==> src/rtl/fpow_seq_if.sv <==
// fpow_seq_if: front-end request/response and shared-multiplier signals of fpow_seq.
interface fpow_seq_if #(parameter int EXP_W = 8);
  logic start, busy, done;
  logic [31:0] base, result, mul_a, mul_b, mul_c;
  logic [EXP_W-1:0] exp;
  modport master(output start, base, exp, mul_c, input busy, done, result, mul_a, mul_b);
  modport slave(input start, base, exp, mul_c, output busy, done, result, mul_a, mul_b);
endinterface

==> src/rtl/fpow_seq.sv <==
// fpow_seq: square-and-multiply float power sequencer for a 1-cycle external multiplier.
// Optional zero/denormal-base shortcut enabled by defining FPOW_ZERO_BYPASS_EN.
module fpow_seq #(parameter int EXP_W = 8) (
  input logic clk,
  input logic rst,
  fpow_seq_if.slave bus
);
  typedef enum logic [2:0] {IDLE, CHECK, MUL_ACC, CAP_ACC, SHIFT, MUL_SQ, CAP_SQ, DONE} state_t;
  state_t state, nxt;
  logic [31:0] acc, sq;
  logic [EXP_W-1:0] e;
  logic sgn, byp;
`ifdef FPOW_ZERO_BYPASS_EN
  logic zb;
  always_ff @(posedge clk or posedge rst)
    if (rst) zb <= 1'b0;
    else if (state == IDLE && bus.start) zb <= bus.base[30:23] == 8'h00;
  assign byp = state == CHECK && zb && e != '0;
`else
  assign byp = 1'b0;
`endif
  always_ff @(posedge clk or posedge rst)
    if (rst) state <= IDLE;
    else state <= nxt;
  always_comb begin
    nxt = state;
    case (state)
      IDLE:    nxt = bus.start ? CHECK : IDLE;
      CHECK:   nxt = (e == '0 || byp) ? DONE : e[0] ? MUL_ACC : SHIFT;
      MUL_ACC: nxt = CAP_ACC;
      CAP_ACC: nxt = SHIFT;
      SHIFT:   nxt = (e >> 1) != '0 ? MUL_SQ : DONE;
      MUL_SQ:  nxt = CAP_SQ;
      CAP_SQ:  nxt = CHECK;
      default: nxt = IDLE;
    endcase
  end
  always_comb begin
    bus.mul_a = state == MUL_ACC ? acc : state == MUL_SQ ? sq : 32'h0;
    bus.mul_b = (state == MUL_ACC || state == MUL_SQ) ? sq : 32'h0;
    bus.busy = state != IDLE;
    bus.done = state == DONE;
  end
  // the multiplier never sees a sign, so the sign is reapplied only when the result is latched
  always_ff @(posedge clk or posedge rst) begin
    if (rst) begin
      acc <= '0;
      sq <= '0;
      e <= '0;
      sgn <= 1'b0;
      bus.result <= '0;
    end else begin
      if (state == IDLE && bus.start) begin
        acc <= 32'h3F800000;
        sq <= {1'b0, bus.base[30:0]};
        e <= bus.exp;
        sgn <= bus.base[31] & bus.exp[0];
      end
      if (state == CAP_ACC) acc <= bus.mul_c;
      if (state == CAP_SQ) sq <= bus.mul_c;
      if (state == SHIFT) e <= e >> 1;
      if (nxt == DONE) bus.result <= byp ? {sgn, 31'b0} : {sgn, acc[30:0]};
    end
  end
endmodule

==> src/flat_wrapper.sv <==
// flat-port wrapper written by rule: the top's interface ports become plain ports
module fpow_seq_flat 
#(parameter int EXP_W = 8)
  (clk, rst, bus_start, bus_base, bus_exp, bus_mul_c, bus_busy, bus_done, bus_result, bus_mul_a, bus_mul_b);
  fpow_seq_if #(.EXP_W(EXP_W)) bus_i ();
  input logic clk;
  input logic rst;
  input wire logic [$bits(bus_i.start)-1:0] bus_start;
  input wire logic [$bits(bus_i.base)-1:0] bus_base;
  input wire logic [$bits(bus_i.exp)-1:0] bus_exp;
  input wire logic [$bits(bus_i.mul_c)-1:0] bus_mul_c;
  output wire logic [$bits(bus_i.busy)-1:0] bus_busy;
  output wire logic [$bits(bus_i.done)-1:0] bus_done;
  output wire logic [$bits(bus_i.result)-1:0] bus_result;
  output wire logic [$bits(bus_i.mul_a)-1:0] bus_mul_a;
  output wire logic [$bits(bus_i.mul_b)-1:0] bus_mul_b;
  assign bus_i.start = bus_start;
  assign bus_i.base = bus_base;
  assign bus_i.exp = bus_exp;
  assign bus_i.mul_c = bus_mul_c;
  assign bus_busy = bus_i.busy;
  assign bus_done = bus_i.done;
  assign bus_result = bus_i.result;
  assign bus_mul_a = bus_i.mul_a;
  assign bus_mul_b = bus_i.mul_b;
  fpow_seq #(.EXP_W(EXP_W)) u_core (.clk(clk), .rst(rst), .bus(bus_i));
endmodule
==> config.mk <==
export PLATFORM = sky130hd
export DESIGN_NAME = fpow_seq_flat
export DESIGN_NICKNAME = d
export VERILOG_FILES = /design/src/rtl/fpow_seq_if.sv /design/src/rtl/fpow_seq.sv /design/src/flat_wrapper.sv
export SDC_FILE = /design/constraint.sdc
export NUM_CORES = 1
export LEC_CHECK = 0
export ABC_AREA = 1
export ABC_CLOCK_PERIOD_IN_PS = 9300
export CAP_MARGIN = 0
export CELL_PAD_IN_SITES_DETAIL_PLACEMENT = 0
export CELL_PAD_IN_SITES_GLOBAL_PLACEMENT = 2
export CORE_MARGIN = 2
export CORE_UTILIZATION = 28
export DETAILED_ROUTE_END_ITERATION = 12
export HOLD_SLACK_MARGIN = 0.02
export PLACE_DENSITY = 0.86
export SLEW_MARGIN = 20
export SYNTH_ARGS = -nofsm -noshare
export SYNTH_HDL_FRONTEND = slang
export SYNTH_SLANG_ARGS = --single-unit
==> constraint.sdc <==
create_clock -name clk -period 9.3 [get_ports clk]
set_input_delay 1.395 -clock clk [delete_from_list [all_inputs] [get_ports clk]]
set_output_delay 1.395 -clock clk [all_outputs]
set_load 0.05 [all_outputs]
==> flow_summary_export.csv <==
group,metric,value,unit
status,status,"complete, no violations",
worst_setup_path,crit_path_end_kind,"output pin",
placed_design,port_buffers,172,
die,die_w,140,µm
synth,synth.distinct_cells,29,
grt,grt_pass1_wl,26.0,mm
die,rows,49,
clock_tree,cts.clk_slew.worst_paths,70,ps
clock_tree,cts.sink_count,108,
cells_and_area,regArea,2700,µm²
sta,holdWs,474,ps
route,top_layer_used,"met5",
grt,antenna_found_initial,1,
worst_setup_path,r2r_start,"u_core.state[1]",
sta,fmax,0.201,GHz
worst_setup_path,startpoint,"u_core.state[1]",
clock_tree,ctsHoldBuffers,0,
synth,syn_area_per_cell,8.19,µm²
clock_tree,post_cts_buffers,0,
worst_setup_path,worstSetupPathType,"register to output pin",
sta,finalMaxSlewViolations,0,
sta,max-slew-margin-rel,27.8,%
sta,tns,0,ps
sta,tightest_slew,1080,ps
placed_design,dp_hpwl,11.0,mm
die,die_area,19700,µm²
worst_setup_path,cp-start-kind,"register",
cells_and_area,postLayoutCoreUtil,40.5,%
grt,grt_usage,16.8,%
route,drc,0,
die,coreArea,18100,µm²
route,wl_per_cell,16.2,µm
die,pin_count,173,
cells_and_area,area_delta_synth_final,40.9,%
sta,final_hold_viol_count,0,
power_and_ir_drop,cellLeakagePower,3.40,nW
synth,synth_seq_area_share,52.0,%
route,drt_iter0_drc,175,
clock_tree,cts_resized,0,
route,wl,16.4,mm
synth,netlist_area,5200,µm²
power_and_ir_drop,pwr_density_cell,386,nW/µm²
route,wl_met3,921,µm
worst_setup_path,cp.required,7910,ps
route,ant_nets,0,
clock_tree,htreeDepth,3,
route,wirelength_met1,7.68,mm
clock_tree,clockRootBuffer,"clkbuf_16",
sta,skew,8.00,ps
hold_path,hold_class,"register to register",
cells_and_area,multi_input_area,1880,µm²
synth,ys_ff_latch,108,
cells_and_area,drive_gt1_share,5.10,%
power_and_ir_drop,vdd_ir_drop_max,140,µV
synth,yosysWarningCount,0,
clock_tree,cts_buffers,9,
grt,grt_max_degree,73,
hold_path,worstHoldStart,"u_core.bus.result[0]",
grt,grt_overflow,0,
sta,post-route-min-period,4980,ps
cells_and_area,fin_nets,854,
clock_tree,clk_latency,350,ps
worst_setup_path,arrival,3580,ps
route,wl_met2,7.47,mm
clock_tree,cts_tree,"yes",
sta,rsz0062_at_grt,"no",
route,vias,4768,
route,avgViaCountPerCell,4.71,
worst_setup_path,crit_fanout,34,
route,drt_pre_antenna_iters,4,
job,maxCapViolations,0,
die,initial_core_util,28.7,%
cells_and_area,antenna_cells,0,
synth,synthCells,635,
cells_and_area,nFillCells,1800,
die,die_h,140,µm
sta,fin_crit_sh,53.5,%
sta,fin_ws,4320,ps
clock_tree,clockBufferDepth,2,
sta,setup_viol,0,
placed_design,gp_congestion,0.834,
placed_design,post-place-ws,4650,ps
synth,synthesis.nets,710,
grt,grt_pass1_vias,4815,
==> cells in the mapped netlist <==
cell / number / area share, %
a211oi_1: 7 / 1.0
clkbuf_1: 16 / 1.2
nor2_2: 1 / 0.12
nand4_1: 32 / 3.9
nand3_1: 3 / 0.29
buf_2: 14 / 1.3
clkbuf_2: 1 / 0.096
buf_4: 6 / 0.87
o21ai_0: 43 / 4.1
nand4_2: 1 / 0.24
inv_2: 4 / 0.29
o21ai_1: 7 / 0.67
a22o_1: 1 / 0.17
nor2_4: 2 / 0.43
nand3_2: 4 / 0.77
a21oi_1: 15 / 1.4
nor2_1: 62 / 4.5
dfrtp_1: 108 / 52
inv_1: 103 / 7.4
nor3b_1: 6 / 0.87
nand2_2: 6 / 0.72
nor3_1: 7 / 0.67
o31ai_1: 1 / 0.14
buf_6: 3 / 0.65
nor3_2: 1 / 0.19
o22ai_1: 58 / 7.0
o211ai_1: 1 / 0.14
nand2_1: 120 / 8.7
buf_1: 2 / 0.14
==> layout by cell type (no fill, tap or decap), types with 2 or more instances in the layout <==
cell type	count
clkdlybuf4s50_1	172
nand2_1	120
dfrtp_1	108
inv_1	102
nor2_1	62
o22ai_1	58
o21ai_0	43
nand4_1	32
a21oi_1	15
clkbuf_16	9
o21ai_1	7
nor3_1	7
a211oi_1	7
nor3b_1	6
nand2_2	5
nand3_2	5
inv_2	4
clkinv_2	3
buf_4	3
nor2_4	2
nand3_1	2
==> path summary, 6_finish.rpt <==
kind                                               to  slack (ps)  cells after the start
worst max-delay path                    bus_mul_b[15]        4320                      7
worst min-delay path             u_core.bus.result[0]         470                      2
worst max register to register  u_core.bus.result[23]        5770                      6
worst min register to register   u_core.bus.result[0]         470                      2
max in group asynchronous              u_core.acc[22]        6560                      3
min in group asynchronous       u_core.bus.result[31]        1420                      2
==> layer usage <==
layer | track usage (%) | vias up
met5 | 0 | -
met4 | 6.06 | 2
met3 | 3.35 | 19
met2 | 26.3 | 158
met1 | 23.2 | 2230
li1 | - | 2359
==> sequential cells by signal (all words and copies together), names as in the netlist <==
register and cells:
u_core.acc 32, u_core.e 8, u_core.bus.result 32, u_core.sgn 1, u_core.state 3, u_core.sq 32
==> power breakdown <==
part | leakage, nW | switching, mW | internal, mW
Combinational | 1.90 | 1.19 | 0.474
Sequential | 1.35 | 0.102 | 0.666
Clock | 0.153 | 0.177 | 0.216
Total | 3.40 | 1.47 | 1.36
==> stage by stage <==
step	cells	area, µm²	total power, mW
after CTS	1013	7320	2.85
after detailed placement	997	7010	2.45
after floorplan	635	5200	1.93
after global routing	1013	7320	3.00
after global placement	997	7010	2.43
final	1013	7320	2.83
==> worst max-delay path: stages, from the launching register on <==
cell and delay (ps):
dfrtp_1 500, inv_1 150, nand3_2 660, nand2_1 340, inv_1 320, buf_4 320, nor2_1 120, clkdlybuf4s50_1 820
==> kinds of logic (layout without fill, tap and decap cells) <==
family / count (synthesis) / count (layout) / synth area share, %
buffers and inverters: 149 / 298 / 12.0
and+or+nand+nor: 245 / 245 / 21.3
DFF: 108 / 108 / 52.0
AOI/OAI and AO/OA: 133 / 133 / 14.7
==> layout make-up <==
type	instances	area share [%]
clock buffer	10	3.26
clock inverter	6	0.855
inverter	107	5.52
multi-input combinational	378	25.7
sequential	108	36.9
tap	229	3.91
timing repair buffer	175	23.8
Power figures use the tool's default switching activity.
